## config.mk

```make
export PLATFORM = sky130hd
export DESIGN_NAME = fp_align_sequencer
export DESIGN_NICKNAME = d
export VERILOG_FILES = /design/src/rtl/fp_align_sequencer.sv
export SDC_FILE = /design/constraint.sdc
export NUM_CORES = 1
export LEC_CHECK = 0
export ABC_AREA = 1
export BUFFER_PORTS_ARGS = -buffer_cell sky130_fd_sc_hd__buf_2
export CAP_MARGIN = 40
export CORE_UTILIZATION = 40
export DETAILED_ROUTE_END_ITERATION = 8
export GPL_TIMING_DRIVEN = 0
export PLACE_DENSITY = 0.65
export SLEW_MARGIN = 20
export SYNTH_ARGS = -nofsm -noshare
export SYNTH_HDL_FRONTEND = slang
export SYNTH_SLANG_ARGS = --single-unit
```

## constraint.sdc

```tcl
create_clock -name clk -period 3.5 [get_ports clk]
set_clock_uncertainty 0.2 [all_clocks]
set_input_delay 0.7 -clock clk [delete_from_list [all_inputs] [get_ports clk]]
set_output_delay 0.7 -clock clk [all_outputs]
set_load 0.005 [all_outputs]
```

## src/rtl/fp_align_sequencer.sv

```systemverilog
// Exponent-alignment sequencer for the FP adder front end: shifts the smaller-exponent
// mantissa right one bit per cycle until exponents match, collecting guard/round/sticky.
module fp_align_sequencer #(
  parameter int unsigned EXP_W  = 8,
  parameter int unsigned MAN_W  = 24,
  parameter int unsigned MAX_SH = 27
) (
  input  logic             clk,
  input  logic             rst_n,
  input  logic             in_valid,
  output logic             in_ready,
  input  logic [EXP_W-1:0] exp_a,
  input  logic [MAN_W-1:0] man_a,
  input  logic [EXP_W-1:0] exp_b,
  input  logic [MAN_W-1:0] man_b,
  output logic             out_valid,
  input  logic             out_ready,
  output logic [EXP_W-1:0] exp_out,
  output logic [MAN_W-1:0] man_big,
  output logic [MAN_W-1:0] man_small,
  output logic             guard,
  output logic             round,
  output logic             sticky,
  output logic             swapped,
  output logic             inc_en,
  output logic             busy
);

  localparam int unsigned CntW = $clog2(MAX_SH + 1);

  typedef enum logic [1:0] {StIdle, StCmp, StShift, StDone} state_e;

  state_e           state_q, state_d;
  logic             init_q;
  logic [EXP_W-1:0] big_exp_q, big_exp_d;
  logic [EXP_W-1:0] small_exp_q, small_exp_d;
  logic [MAN_W-1:0] man_big_q, man_big_d;
  logic [MAN_W-1:0] man_small_q, man_small_d;
  logic             guard_q, guard_d;
  logic             round_q, round_d;
  logic             sticky_q, sticky_d;
  logic             swapped_q, swapped_d;
  logic [CntW-1:0]  count_q, count_d;
  logic [EXP_W-1:0] inc_sum;

  // Controlled incrementor: adds the enable bit to the small exponent.
  assign inc_sum = small_exp_q + {{(EXP_W-1){1'b0}}, inc_en};

  always_comb begin
    state_d     = state_q;
    big_exp_d   = big_exp_q;
    small_exp_d = small_exp_q;
    man_big_d   = man_big_q;
    man_small_d = man_small_q;
    guard_d     = guard_q;
    round_d     = round_q;
    sticky_d    = sticky_q;
    swapped_d   = swapped_q;
    count_d     = count_q;
    in_ready    = 1'b0;
    inc_en      = 1'b0;
    out_valid   = 1'b0;
    unique case (state_q)
      StIdle: begin
        in_ready = init_q;
        if (in_valid && init_q) begin
          // Operand A parks in the big slot, B in the small slot; CMP swaps if needed.
          big_exp_d   = exp_a;
          man_big_d   = man_a;
          small_exp_d = exp_b;
          man_small_d = man_b;
          state_d     = StCmp;
        end
      end
      StCmp: begin
        if (big_exp_q < small_exp_q) begin
          big_exp_d   = small_exp_q;
          man_big_d   = man_small_q;
          small_exp_d = big_exp_q;
          man_small_d = man_big_q;
          swapped_d   = 1'b1;
        end else begin
          swapped_d   = 1'b0;
        end
        count_d  = '0;
        guard_d  = 1'b0;
        round_d  = 1'b0;
        sticky_d = 1'b0;
        state_d  = (big_exp_q == small_exp_q) ? StDone : StShift;
      end
      StShift: begin
        inc_en      = 1'b1;
        small_exp_d = inc_sum;
        {man_small_d, guard_d, round_d} = {man_small_q, guard_q, round_q} >> 1;
        sticky_d    = sticky_q | round_q;
        count_d     = count_q + CntW'(1);
        if (inc_sum == big_exp_q) begin
          state_d = StDone;
        end else if (count_q == CntW'(MAX_SH - 1)) begin
          state_d     = StDone;
          small_exp_d = big_exp_q;
        end
      end
      StDone: begin
        out_valid = 1'b1;
        if (out_ready) state_d = StIdle;
      end
      default: state_d = StIdle;
    endcase
  end

  always_ff @(posedge clk or negedge rst_n) begin
    if (!rst_n) begin
      state_q     <= StIdle;
      init_q      <= 1'b0;
      big_exp_q   <= '0;
      small_exp_q <= '0;
      man_big_q   <= '0;
      man_small_q <= '0;
      guard_q     <= 1'b0;
      round_q     <= 1'b0;
      sticky_q    <= 1'b0;
      swapped_q   <= 1'b0;
      count_q     <= '0;
    end else begin
      state_q     <= state_d;
      init_q      <= 1'b1;
      big_exp_q   <= big_exp_d;
      small_exp_q <= small_exp_d;
      man_big_q   <= man_big_d;
      man_small_q <= man_small_d;
      guard_q     <= guard_d;
      round_q     <= round_d;
      sticky_q    <= sticky_d;
      swapped_q   <= swapped_d;
      count_q     <= count_d;
    end
  end

  assign exp_out   = big_exp_q;
  assign man_big   = man_big_q;
  assign man_small = man_small_q;
  assign guard     = guard_q;
  assign round     = round_q;
  assign sticky    = sticky_q;
  assign swapped   = swapped_q;
  assign busy      = (state_q != StIdle);

endmodule
```

== Word-level counts from Yosys, hierarchy flattened ==
Cells that the tools add are included.
Operators by class
  reductions and logical operators: 9
  add/subtract/negate cells: 2
  bitwise gates (word level): 1
  multiplexer cells: 28
  equality and inequality tests: 10
  magnitude comparators: 1
Operators with widths (number)
  24-bit 2-to-1 mux: 4
  24-bit case mux with 3 select lines: 1
  8-bit 2-to-1 mux: 6
  24-bit case mux with 2 select lines: 1
  8-bit case mux with 3 select lines: 1
  8-bit equality test: 2
  8-bit case mux with 2 select lines: 1
  5-bit case mux with 2 select lines: 1
  3-bit AND reduction: 3
  8-bit by 1-bit adder with 8-bit output: 1
  8-bit less-than comparator: 1
  2-bit 2-to-1 mux: 4
  2-bit case mux with 4 select lines: 1
  2-bit != test (second input constant): 3
  1-bit case mux with 2 select lines: 3
  2-bit nonzero test: 3
  5-bit by 1-bit adder with 5-bit output (second input constant): 1
  5-bit equality test (second input constant): 1
  1-bit 2-to-1 mux: 5
  2-bit equality test (second input constant): 2
  3-bit != test (second input constant): 1
  3-bit nonzero test: 1
  2-bit by 1-bit equality test with 1-bit output (second input constant): 1
  2-bit logical NOT: 1
  other kinds (2): 2
Storage, ports and cells
  bits in registers: 76
  output and inout bits: 64

== Longest topological paths before layout ==
  word-level depth: 6
  depth in mapped cells: 17

== Worst setup path after synthesis ==
No wires, ideal clock.
  path type: register to register
  from: register state_q[0]
  to: register state_q[0]
  arrival time: 1889 ps
  cell stages (with the launch flop): 15
  slack: 1294 ps
  period minus slack after synthesis: 2206 ps
  library setup time: 117 ps
  path buffers: 0
  cells stage by stage: dfrtp_1 inv_1 ha_1 ha_1 ha_1 xnor2_1 nand2_1 nor2_1 nand2_1 nor2_1 nand3_1 nand2_2 nand2_2 nand2_1 nand2_1
On the way
  word-level cells in the longest chain between the ends: 6
  elaborated cells on any way between the ends: 13
Ends and longest elaborated chain
  from (decl): RTL line 33  | state_e state_q, state_d;
  from (signal assigned): RTL line 114  | state_q <= StIdle;
  from (signal assigned): RTL line 126  | state_q <= state_d;
  2-bit equality test (*): RTL line 63  | unique case (state_q)
  1-bit 2-to-1 mux (*): RTL line 63
  net inc_en: RTL line 25  | output logic inc_en,
  8-bit by 1-bit adder with 8-bit output (*): RTL line 47  | assign inc_sum = small_exp_q + {{(EXP_W-1){1'b0}}, inc_en};
  8-bit equality test (*): RTL line 97  | if (inc_sum == big_exp_q) begin
  2-bit 2-to-1 mux / 3-bit != test (equally long branches)
  2-bit case mux with 4 select lines / 3-bit AND reduction (equally long branches)
Mark *: on every way through the listed nets, which the timed path passes. The rest lies on a longest branch.
A chain may end at the register's enable or synchronous reset.

== Final worst setup path ==
  from: register small_exp_q[2]
  to: register man_big_q[1], in the netlist man_big[1]
On the way
  word-level cells in the longest chain between the ends: 3
Ends and longest elaborated chain
  from (decl): RTL line 36  | logic [EXP_W-1:0] small_exp_q, small_exp_d;
  from (signal assigned): RTL line 129  | small_exp_q <= small_exp_d;
  8-bit less-than comparator: RTL line 76  | if (big_exp_q < small_exp_q) begin
  2-bit != test (no line)
  3-bit AND reduction (no line)
  to (signal assigned): RTL line 130  | man_big_q <= man_big_d;
  to (decl): RTL line 37  | logic [MAN_W-1:0] man_big_q, man_big_d;
Every way passes these cells.

==> impl_metrics.json <==
{
  "hpwl_um": 10200,
  "power.leakage_nw": 2.94,
  "ys_seq_area_share_pct": 40.9,
  "hold_path.class": "input pin to asynchronous set/reset pin",
  "cts_buffer_depth": 2,
  "synthesis.nets": 665,
  "max-vdd-ir-drop_mv": 0.516,
  "syn_area_per_cell_um2": 8.00,
  "drv_slew": 0,
  "swShare_pct": 48.3,
  "maxCapViolations": 0,
  "wl_um": 13700,
  "fp-row-count": 38,
  "cts.clk_slew.worst_paths_ns": 0.06,
  "crit_arrival_ns": 2.50,
  "outcome": "complete, no violations",
  "period_share_pct": 71.5,
  "r2r-end": "man_big[1]",
  "drt_iter0_markers": 224,
  "setup.worst_path.end_class": "flop",
  "cts_hold_buf": 0,
  "numCtsBuffers": 9,
  "die_h_um": 110,
  "finalCriticalPeriod_ns": 2.50,
  "hold_violations": 0,
  "synthCells": 581,
  "drive_gt1_share_pct": 26.7,
  "layout_common_cells": "nand2_1, buf_2, dfrtp_1",
  "cp-start-kind": "flop",
  "final_common_cell": "nand2_1",
  "viasPerCell": 5.26,
  "finalSetupTns_ns": 0,
  "ios": 132,
  "power.share.combinational_pct": 58.3,
  "ys_async_sr_fraction_pct": 100,
  "worstMarginPinSlew_ns": 0.637,
  "ys_types": 37,
  "grt_pass1_vias": 4573,
  "fillers": 1057,
  "grt_pass1_wl_um": 22200,
  "switching_power_mw": 3.10,
  "grt_max_degree": 41,
  "crit_start": "small_exp_q[2]",
  "max_freq_mhz": 399,
  "diodes": 0,
  "post_drt_wl_per_cell_um": 15.7,
  "synth_edf_count": 0,
  "power.internal_mw": 3.32,
  "power_density_nw_per_um2": 1100,
  "portBuffers": 131,
  "setup_viol": 0,
  "cts_root_buffer": "clkbuf_16",
  "dpl_worst_slack_ns": 1.01,
  "clock-sinks": 76,
  "gp_congestion": 0.872,
  "area_delta_synth_final_pct": 25.2,
  "antenna_found_initial": 1,
  "rsz0062_at_grt": "false",
  "cp.required_ns": 3.49,
  "r2r_slack_ns": 1.0,
  "num_vias": 4569,
  "die_w_um": 110,
  "ys.flop_type": "dfrtp_1",
  "reg2reg_from": "small_exp_q[2]",
  "final_nets": 808,
  "coreArea_um2": 11100,
  "die_area_um2": 12000,
  "htreeDepth": 3,
  "clock_latency_ns": 0.33,
  "post-cts-setup-buffers": 0,
  "grt_overflow": 0,
  "layout_setup_ws_ns": 0.997,
  "cp_max_fo": 10,
  "grt_usage_pct": 24.3,
  "drc": 0,
  "relSlewSlack_pct": 57.5,
  "synth_area_um2": 4650,
  "antenna_left": 0,
  "pwr-share-clk_pct": 15.7,
  "start_util_pct": 41.9,
  "synth-seq-cells": 76,
  "cts_resized": 0,
  "drt_pre_antenna_iters": 4,
  "power_frac_seq_pct": 26.1,
  "cts_tree": "yes",
  "critical_path_class": "flop to flop",
  "yosys_warnings": 0,
  "reg2reg_depth": 10
}
## critical path, cell delays in order, from the launching register on
cell      delay [ns]
dfrtp_1         0.48
inv_2           0.11
ha_1            0.29
nand2_1         0.07
o21ai_1         0.14
nand2_1         0.07
nand2_1         0.08
nand2_2         0.09
nand3_2         0.24
clkbuf_1        0.44
o21ai_0         0.16
## routing by layer
layer	wire length, µm	track usage (%)	part of all wire (%)
met1	5790	29.9	42
met3	931	5.04	6.8
met2	6720	42.0	49
met4	225	8.67	1.6
met5	0	0	0
## worst max-delay path by stage
stage                       end  slack [ns]
floorplan            state_q[0]        1.29
finish               man_big[1]         1.0
CTS                  man_big[1]        0.98
global route         state_q[0]        0.70
global placement    man_big[17]        0.93
detailed placement   state_q[1]        1.01
## registers in the layout, summed over array words and instances, names as in the netlist, 2 cells and up
name         count
man_big         24
man_small       24
exp_out          8
small_exp_q      8
count_q          5
state_q          2
## per-stage QoR
stage | hold slack, ns | std cells | power (mW) | utilization, % | cell area [µm²]
2_1_floorplan | 0.204 | 581 | 4.17 | - | 4650
3_3_place_gp | 0.265 | 852 | 5.33 | 49.4 | 5480
3_5_place_dp | 0.270 | 853 | 5.44 | 49.6 | 5500
4_1_cts | 0.181 | 869 | 6.46 | 52.5 | 5820
5_1_grt | 0.204 | 869 | 7.00 | 52.5 | 5820
6_report | 0.156 | 869 | 6.43 | 52.5 | 5820
## Yosys cell counts (2+ instances only)
| library cell | count | share of area [%] |
|---|---|---|
| buf_6 | 4 | 0.97 |
| nor2_1 | 18 | 1.5 |
| inv_1 | 56 | 4.5 |
| nand2_1 | 166 | 13 |
| o2111ai_1 | 2 | 0.38 |
| ha_1 | 16 | 4.3 |
| o21ai_2 | 18 | 3.4 |
| o21a_1 | 3 | 0.48 |
| buf_2 | 10 | 1.1 |
| inv_2 | 3 | 0.24 |
| nand3_1 | 47 | 5.1 |
| xnor2_1 | 3 | 0.57 |
| clkbuf_1 | 13 | 1.1 |
| a21oi_1 | 10 | 1.1 |
| o22ai_1 | 4 | 0.54 |
| dfrtp_1 | 76 | 41 |
| o211ai_1 | 24 | 3.9 |
| o21ai_1 | 6 | 0.65 |
| o21ai_0 | 49 | 5.3 |
| nand2_2 | 3 | 0.40 |
| nand4_1 | 2 | 0.27 |
| mux2i_1 | 33 | 7.1 |
## power groups by stage
stage	clock network, mW	registers [mW]	logic (mW)
floorplan	0	1.63	2.54
global placement	0	1.67	3.66
detailed placement	0	1.68	3.75
CTS	1.01	1.67	3.78
global route	1.06	1.73	4.21
finish	1.01	1.68	3.74
## kinds of logic after synthesis
| kind of cell | count (synthesis) | share of synthesized area [%] |
|---|---|---|
| DFF | 76 | 40.9 |
| muxes | 33 | 7.11 |
| AOI/OAI and AO/OA | 119 | 16.2 |
| adders and majority gates | 16 | 4.31 |
| xor gates and xnor gates | 3 | 0.566 |
| other | 1 | 0.0807 |
| and+or+nand+nor | 243 | 22.3 |
| buffers and inverters | 90 | 8.54 |
## cell type report
class | count | area [µm²] | area share [%]
buffer | 30 | 171 | 2.95
clock buffer | 9 | 225 | 3.87
clock inverter | 7 | 91.3 | 1.57
inverter | 60 | 225 | 3.87
multi-input combinational | 415 | 2350 | 40.4
sequential | 76 | 1900 | 32.7
tap | 140 | 175 | 3.01
timing repair buffer | 132 | 678 | 11.7
Power figures use the tool's default switching activity.
